### src/rtl/seq_detect_fsm.sv
// seq_detect_fsm: parametrised KMP pattern detector over a qualified symbol stream.
// The pattern is matched MSB-first. The state is the length of the longest pattern prefix
// that is also a suffix of the stream accepted so far.
// z is a registered one-cycle pulse for each completed match.
// Optional feature: define SEQ_DETECT_MATCH_CNT_EN to build a saturating match counter.
// Without it, match_cnt is tied to zero.
module seq_detect_fsm #(
  parameter int unsigned SYM_W   = 2,
  parameter int unsigned PAT_LEN = 4,
  parameter logic [SYM_W*PAT_LEN-1:0] PATTERN = 8'b10_01_10_01,
  parameter int unsigned OVERLAP = 1,
  parameter int unsigned CNT_W   = 8,
  localparam int unsigned ST_W   = (PAT_LEN > 2) ? $clog2(PAT_LEN) : 1
) (
  input  logic             clk,
  input  logic             rst,
  input  logic             in_valid,
  input  logic [SYM_W-1:0] sym,
  output logic             z,
  output logic [ST_W-1:0]  state,
  output logic [CNT_W-1:0] match_cnt
);

  localparam int unsigned NSYM = 1 << SYM_W;
  localparam int unsigned NST  = 1 << ST_W;

  if (PAT_LEN < 2) begin : g_bad_len
    $error("seq_detect_fsm: PAT_LEN must be >= 2");
  end
  if (SYM_W < 1) begin : g_bad_sym
    $error("seq_detect_fsm: SYM_W must be >= 1");
  end

  // Symbol i of the pattern, symbol 0 in the top bits.
  function automatic logic [SYM_W-1:0] pat_sym(input int unsigned i);
    return PATTERN[SYM_W*(PAT_LEN-i)-1 -: SYM_W];
  endfunction

  // Longest proper pattern prefix (< PAT_LEN) that is a suffix of P[0..k-1] followed by s.
  function automatic int unsigned next_k(input int unsigned k, input logic [SYM_W-1:0] s);
    int unsigned      best;
    int unsigned      idx;
    logic             ok;
    logic [SYM_W-1:0] t_sym;
    best = 0;
    for (int unsigned j = 1; j < PAT_LEN; j++) begin
      if (j <= k + 1) begin
        ok = 1'b1;
        for (int unsigned i = 0; i < j; i++) begin
          idx   = k + 1 - j + i;
          t_sym = (idx == k) ? s : pat_sym(idx);
          if (t_sym != pat_sym(i)) ok = 1'b0;
        end
        if (ok) best = j;
      end
    end
    return best;
  endfunction

  // Elaboration-time transition table. Rows beyond PAT_LEN-1 are unreachable padding
  // so that the state register can index the table directly.
  logic [ST_W-1:0] next_tbl [NST][NSYM];
  logic            hit_tbl  [NST][NSYM];

  for (genvar gk = 0; gk < NST; gk++) begin : g_k
    for (genvar gs = 0; gs < NSYM; gs++) begin : g_s
      if (gk < PAT_LEN) begin : g_used
        localparam bit HIT = (gk == PAT_LEN - 1) && (pat_sym(gk) == SYM_W'(gs));
        localparam int unsigned NXT = (HIT && OVERLAP == 0) ? 0 : next_k(gk, SYM_W'(gs));
        assign next_tbl[gk][gs] = ST_W'(NXT);
        assign hit_tbl[gk][gs]  = HIT;
      end else begin : g_pad
        assign next_tbl[gk][gs] = '0;
        assign hit_tbl[gk][gs]  = 1'b0;
      end
    end
  end

  logic [ST_W-1:0] state_q, state_d;
  logic            z_q, z_d;

  // Next state and match pulse. A gap holds the state and ignores sym.
  always_comb begin
    state_d = state_q;
    z_d     = 1'b0;
    if (in_valid) begin
      state_d = next_tbl[state_q][sym];
      z_d     = hit_tbl[state_q][sym];
    end
  end

  // State and pulse registers.
  always_ff @(posedge clk or negedge rst) begin
    if (!rst) begin
      state_q <= '0;
      z_q     <= 1'b0;
    end else begin
      state_q <= state_d;
      z_q     <= z_d;
    end
  end

  assign state = state_q;
  assign z     = z_q;

`ifdef SEQ_DETECT_MATCH_CNT_EN
  logic [CNT_W-1:0] cnt_q, cnt_d;

  // Saturating count of match pulses.
  always_comb begin
    cnt_d = cnt_q;
    if (z_d && (cnt_q != '1)) cnt_d = cnt_q + CNT_W'(1);
  end

  // Counter register, cleared only by reset.
  always_ff @(posedge clk or negedge rst) begin
    if (!rst) cnt_q <= '0;
    else      cnt_q <= cnt_d;
  end

  assign match_cnt = cnt_q;
`else
  assign match_cnt = '0;
`endif

endmodule

### config.mk
export PLATFORM = sky130hd
export DESIGN_NAME = seq_detect_fsm
export DESIGN_NICKNAME = d
export VERILOG_FILES = /design/src/rtl/seq_detect_fsm.sv
export SDC_FILE = /design/constraint.sdc
export NUM_CORES = 1
export LEC_CHECK = 0
export ABC_CLOCK_PERIOD_IN_PS = 2500
export BUFFER_PORTS_ARGS = -buffer_cell sky130_fd_sc_hd__clkbuf_2
export CAP_MARGIN = 30
export CORE_AREA = 2 2 39 41
export DETAILED_ROUTE_END_ITERATION = 10
export DIE_AREA = 0 0 41 43
export PLACE_DENSITY = 0.39
export SLEW_MARGIN = 20
export SYNTH_ARGS = -nofsm -noshare
export SYNTH_HDL_FRONTEND = slang
export SYNTH_SLANG_ARGS = --single-unit
### constraint.sdc
create_clock -name clk -period 2.5 [get_ports clk]
set_clock_uncertainty 0.15 [all_clocks]
set_input_delay 0 -clock clk [delete_from_list [all_inputs] [get_ports clk]]
set_output_delay 0 -clock clk [all_outputs]
set_load 0.01 [all_outputs]
Yosys cells after proc, flatten, opt, wreduce, memory -nomap -nowiden
Cells that the tools add are included.

Multiplexer cells: 13. Bitwise gates (word level): 2. Order comparisons: 2.

Operators with widths (count): binary-select mux 8 bit (select 2 bit) (1); two-way mux 8 bit (2); binary-select mux 4 bit (select 2 bit) (1); two-way mux 4 bit (2); greater-or-equal comparator 3 bit (second input constant) (2); inverter 2 -> 3 bit (2); binary-select mux 2 bit (select 2 bit) (1); two-way mux 2 bit (2); two-way mux 1 bit (3); binary-select mux 1 bit (select 2 bit) (1).

Register bits: 3. Bits of input ports: 5. Logic and storage cells: 19.

Longest topological paths before layout
Word-level depth: 8. Gate-level depth with buffers: 2.

Worst setup path before layout
No wires, ideal clock.

Kind: register to register. Start point: register state_q[0], in the netlist state[0]. End point: register state_q[1], in the netlist state[1]. Period minus slack after synthesis: 0.911 ns. Data arrival time: 0.675 ns. Setup time: 0.087 ns. Cell stages (with the launch flop): 3. Setup slack: 1.589 ns. Cell sequence: dfrtp_1 > nand4bb_1 > o211ai_1.

Cells in the longest elaborated chain, start to end: 7.

RTL lines: start: declaration (line 79) `logic [ST_W-1:0] state_q, state_d;`; start signal: assignment (line 98) `state_q <= state_d;`; inverter 2 -> 3 bit (not written as such) (line 87) `state_d = next_tbl[state_q][sym];`; binary-select mux 8 bit (select 2 bit) (line 87); two-way mux 8 bit (not written as such) (2 in a row) (line 87); binary-select mux 2 bit (select 2 bit) (line 87); two-way mux 2 bit (not written as such) (2 in a row) (line 87).

Every way passes these cells. The select of a mux whose other input is x is not followed. A chain may end at the register's enable or synchronous reset.

Worst setup path after layout
Same ends and word-level chain as after synthesis.

==> impl_metrics.env <==
export IMPL_drt_pass1_iter_count=2
export IMPL_hold_violations=0
export IMPL_clkSlewWorstSetupHoldPaths_ns=0.04
export IMPL_wl_per_cell_um=7.315
export IMPL_vias=174
export IMPL_p_int_w=0.0001265
export IMPL_critical_path_max_fanout=4
export IMPL_outcome="finished clean"
export IMPL_finalCriticalPeriod_ns=2.012
export IMPL_synthesis_area_um2=190.2
export IMPL_fp_coreArea_mm2=0.001384
export IMPL_crit_type="flip-flop to flip-flop"
export IMPL_antenna_cells=0
export IMPL_grt_pass1_vias=173
export IMPL_drive_gt1_frac=0.2632
export IMPL_route_detailed_drc=0
export IMPL_grt_pass1_wl_um=600
export IMPL_tns_ns=0
export IMPL_start_kind="flip-flop"
export IMPL_post_dp_cell_area_um2=211.5
export IMPL_grt_max_degree=5
export IMPL_ant_nets=0
export IMPL_cts_made_buffers=3
export IMPL_fp_dieW_um=41
export IMPL_dieArea_mm2=0.001763
export IMPL_required_ns=2.52
export IMPL_post_cts_buffers=0
export IMPL_end_kind="flip-flop"
export IMPL_cts_hold_buf=8
export IMPL_via_per_inst=3.222
export IMPL_wirelength_um=395
export IMPL_finalSetupViolCount=0
export IMPL_tritoncts="done"
export IMPL_critPathLaunch="state[0]$_DFFE_PN0P_"
export IMPL_drt_initial_drc_count=3
export IMPL_instances_no_fill=54
export IMPL_p_leak_nw=0.1585
export IMPL_worstPathArrival_ns=2.03
export IMPL_ff2ff_setup_slack_ns=0.49
export IMPL_gp_congestion=0.5416
export IMPL_antenna_found_initial=0
export IMPL_io_buffers=7
export IMPL_synth_area_per_cell_um2=9.509
export IMPL_post_cts_resized=0
export IMPL_ios=16
export IMPL_reg2reg_from="state[0]$_DFFE_PN0P_"
export IMPL_clockRootBuffer="clkbuf_4"
export IMPL_finish_instance_area_um2=317.8
export IMPL_slew_violations=0
export IMPL_switchingPower_w=0.00004101
export IMPL_rsz0062_at_grt="false"
export IMPL_vdd_drop_max_v=0.0001090
export IMPL_grt_usage=0.06124
export IMPL_cts_sinks=3
export IMPL_die_y_um=43
export IMPL_combPwrFrac=0.173
export IMPL_clockBufferDepth=2
export IMPL_cap_violations=0
export IMPL_hold_path_class="flip-flop to flip-flop"
export IMPL_syn_to_final_growth_pct=67.11
export IMPL_place_inst=42
export IMPL_htree_num_levels=1
export IMPL_finalCritPeriodShare=0.8050
export IMPL_initial_core_util=0.1374
export IMPL_clk_insertion_delay_late_ns=0.23
export IMPL_netSwitchingFraction=0.2448
export IMPL_p_clk_frac=0.506
export IMPL_syn_inst=20
export IMPL_seq_area_frac_synth=0.3947
export IMPL_whs_ns=0.4018
export IMPL_fmax_mhz=496.9
export IMPL_hold_path_startpoint="state[1]$_DFFE_PN0P_"
export IMPL_fin_nets=44
export IMPL_power_density_mw_per_mm2=527.1
export IMPL_rows=14
export IMPL_seqPwrFrac=0.322
export IMPL_yosysWarningCount=0
export IMPL_ys_seq_elements=3
export IMPL_yosysUniqueCellTypes=10
export IMPL_grt_overflow_total=0
export IMPL_utilization=0.2297
==> Yosys cell counts, drive strengths merged <==
master / n / area (um2)
buf: 8 / 60.06
conb: 1 / 3.750
dfrtp: 3 / 75.07
inv: 2 / 7.510
nand3b: 1 / 7.510
nand4b: 1 / 8.760
nand4bb: 1 / 11.26
nor2: 1 / 3.750
o211ai: 1 / 7.510
o21ai: 1 / 5.000
==> state kept, by name, indices dropped and copies added, names as in the netlist <==
signal / count
z: 1
state: 2
==> through the flow <==
stage / worst slack (ns) / total power, W
CTS: 0.4771 / 0.0001738
global route: 0.3926 / 0.0001846
floorplan: 1.589 / 0.00007385
detailed placement: 1.558 / 0.00007340
finish: 0.4875 / 0.0001675
global placement: 1.585 / 0.00007327
==> worst paths after layout <==
| path | endpoint | cells past startpoint |
|---|---|---|
| worst max register to register | state[1]$_DFFE_PN0P_ | 4 |
| min in group asynchronous | state[0]$_DFFE_PN0P_ | 3 |
| worst max-delay path | state[1]$_DFFE_PN0P_ | 4 |
| worst min register to register | z$_DFF_PN0_ | 2 |
| worst min-delay path | z$_DFF_PN0_ | 2 |
| max in group asynchronous | z$_DFF_PN0_ | 3 |
==> worst max-delay path, cell delays in order, from the launching register on <==
cell,delay [ns]
dfrtp_1,0.40
nand4bb_1,0.19
dlygate4sd3_1,0.56
o211ai_1,0.08
dlygate4sd3_1,0.57
==> kinds of logic (layout without fill, tap and decap cells) <==
family                 after synthesis  in the layout  synth area share
AOI/OAI and AO/OA                    2              2           0.06578
buffers and inverters               10             21            0.3553
DFF                                  3              3            0.3947
other                                1              8           0.01972
and+or+nand+nor                      4              4            0.1645
==> placed cells by master (no fill, tap or decap), drive strengths merged <==
| master | n |
|---|---|
| nand4b | 1 |
| dfrtp | 3 |
| conb | 8 |
| nand3b | 1 |
| clkbuf | 11 |
| inv | 2 |
| o211ai | 1 |
| nand4bb | 1 |
| nor2 | 1 |
| dlygate4sd3 | 8 |
| o21ai | 1 |
==> power by group through the flow <==
stage / Combinational, W / Clock (W) / Sequential (W)
floorplan: 0.0000186 / 0 / 0.0000553
global placement: 0.0000188 / 0 / 0.0000545
detailed placement: 0.0000187 / 0 / 0.0000547
CTS: 0.0000289 / 0.0000909 / 0.0000540
global route: 0.0000323 / 0.0000979 / 0.0000544
finish: 0.0000289 / 0.0000847 / 0.0000539
==> routing by layer <==
| metal | GRT usage | up-vias | wire [um] |
|---|---|---|---|
| met5 | 0 | - | 0 |
| met4 | 0.1000 | 0 | 13 |
| met3 | 0.03141 | 2 | 39 |
| met2 | 0.08750 | 10 | 224 |
| met1 | 0.03859 | 78 | 117 |
| li1 | - | 84 | - |
==> cell type report <==
class | count | area, um2
Fill cell | 161 | 1066
Timing Repair Buffer | 15 | 115.1
Sequential cell | 3 | 75.07
Multi-Input combinational cell | 14 | 73.82
Clock buffer | 4 | 26.28
Tap cell | 16 | 20.02
Inverter | 2 | 7.507
No activity file was read; power rests on OpenSTA's default activity.
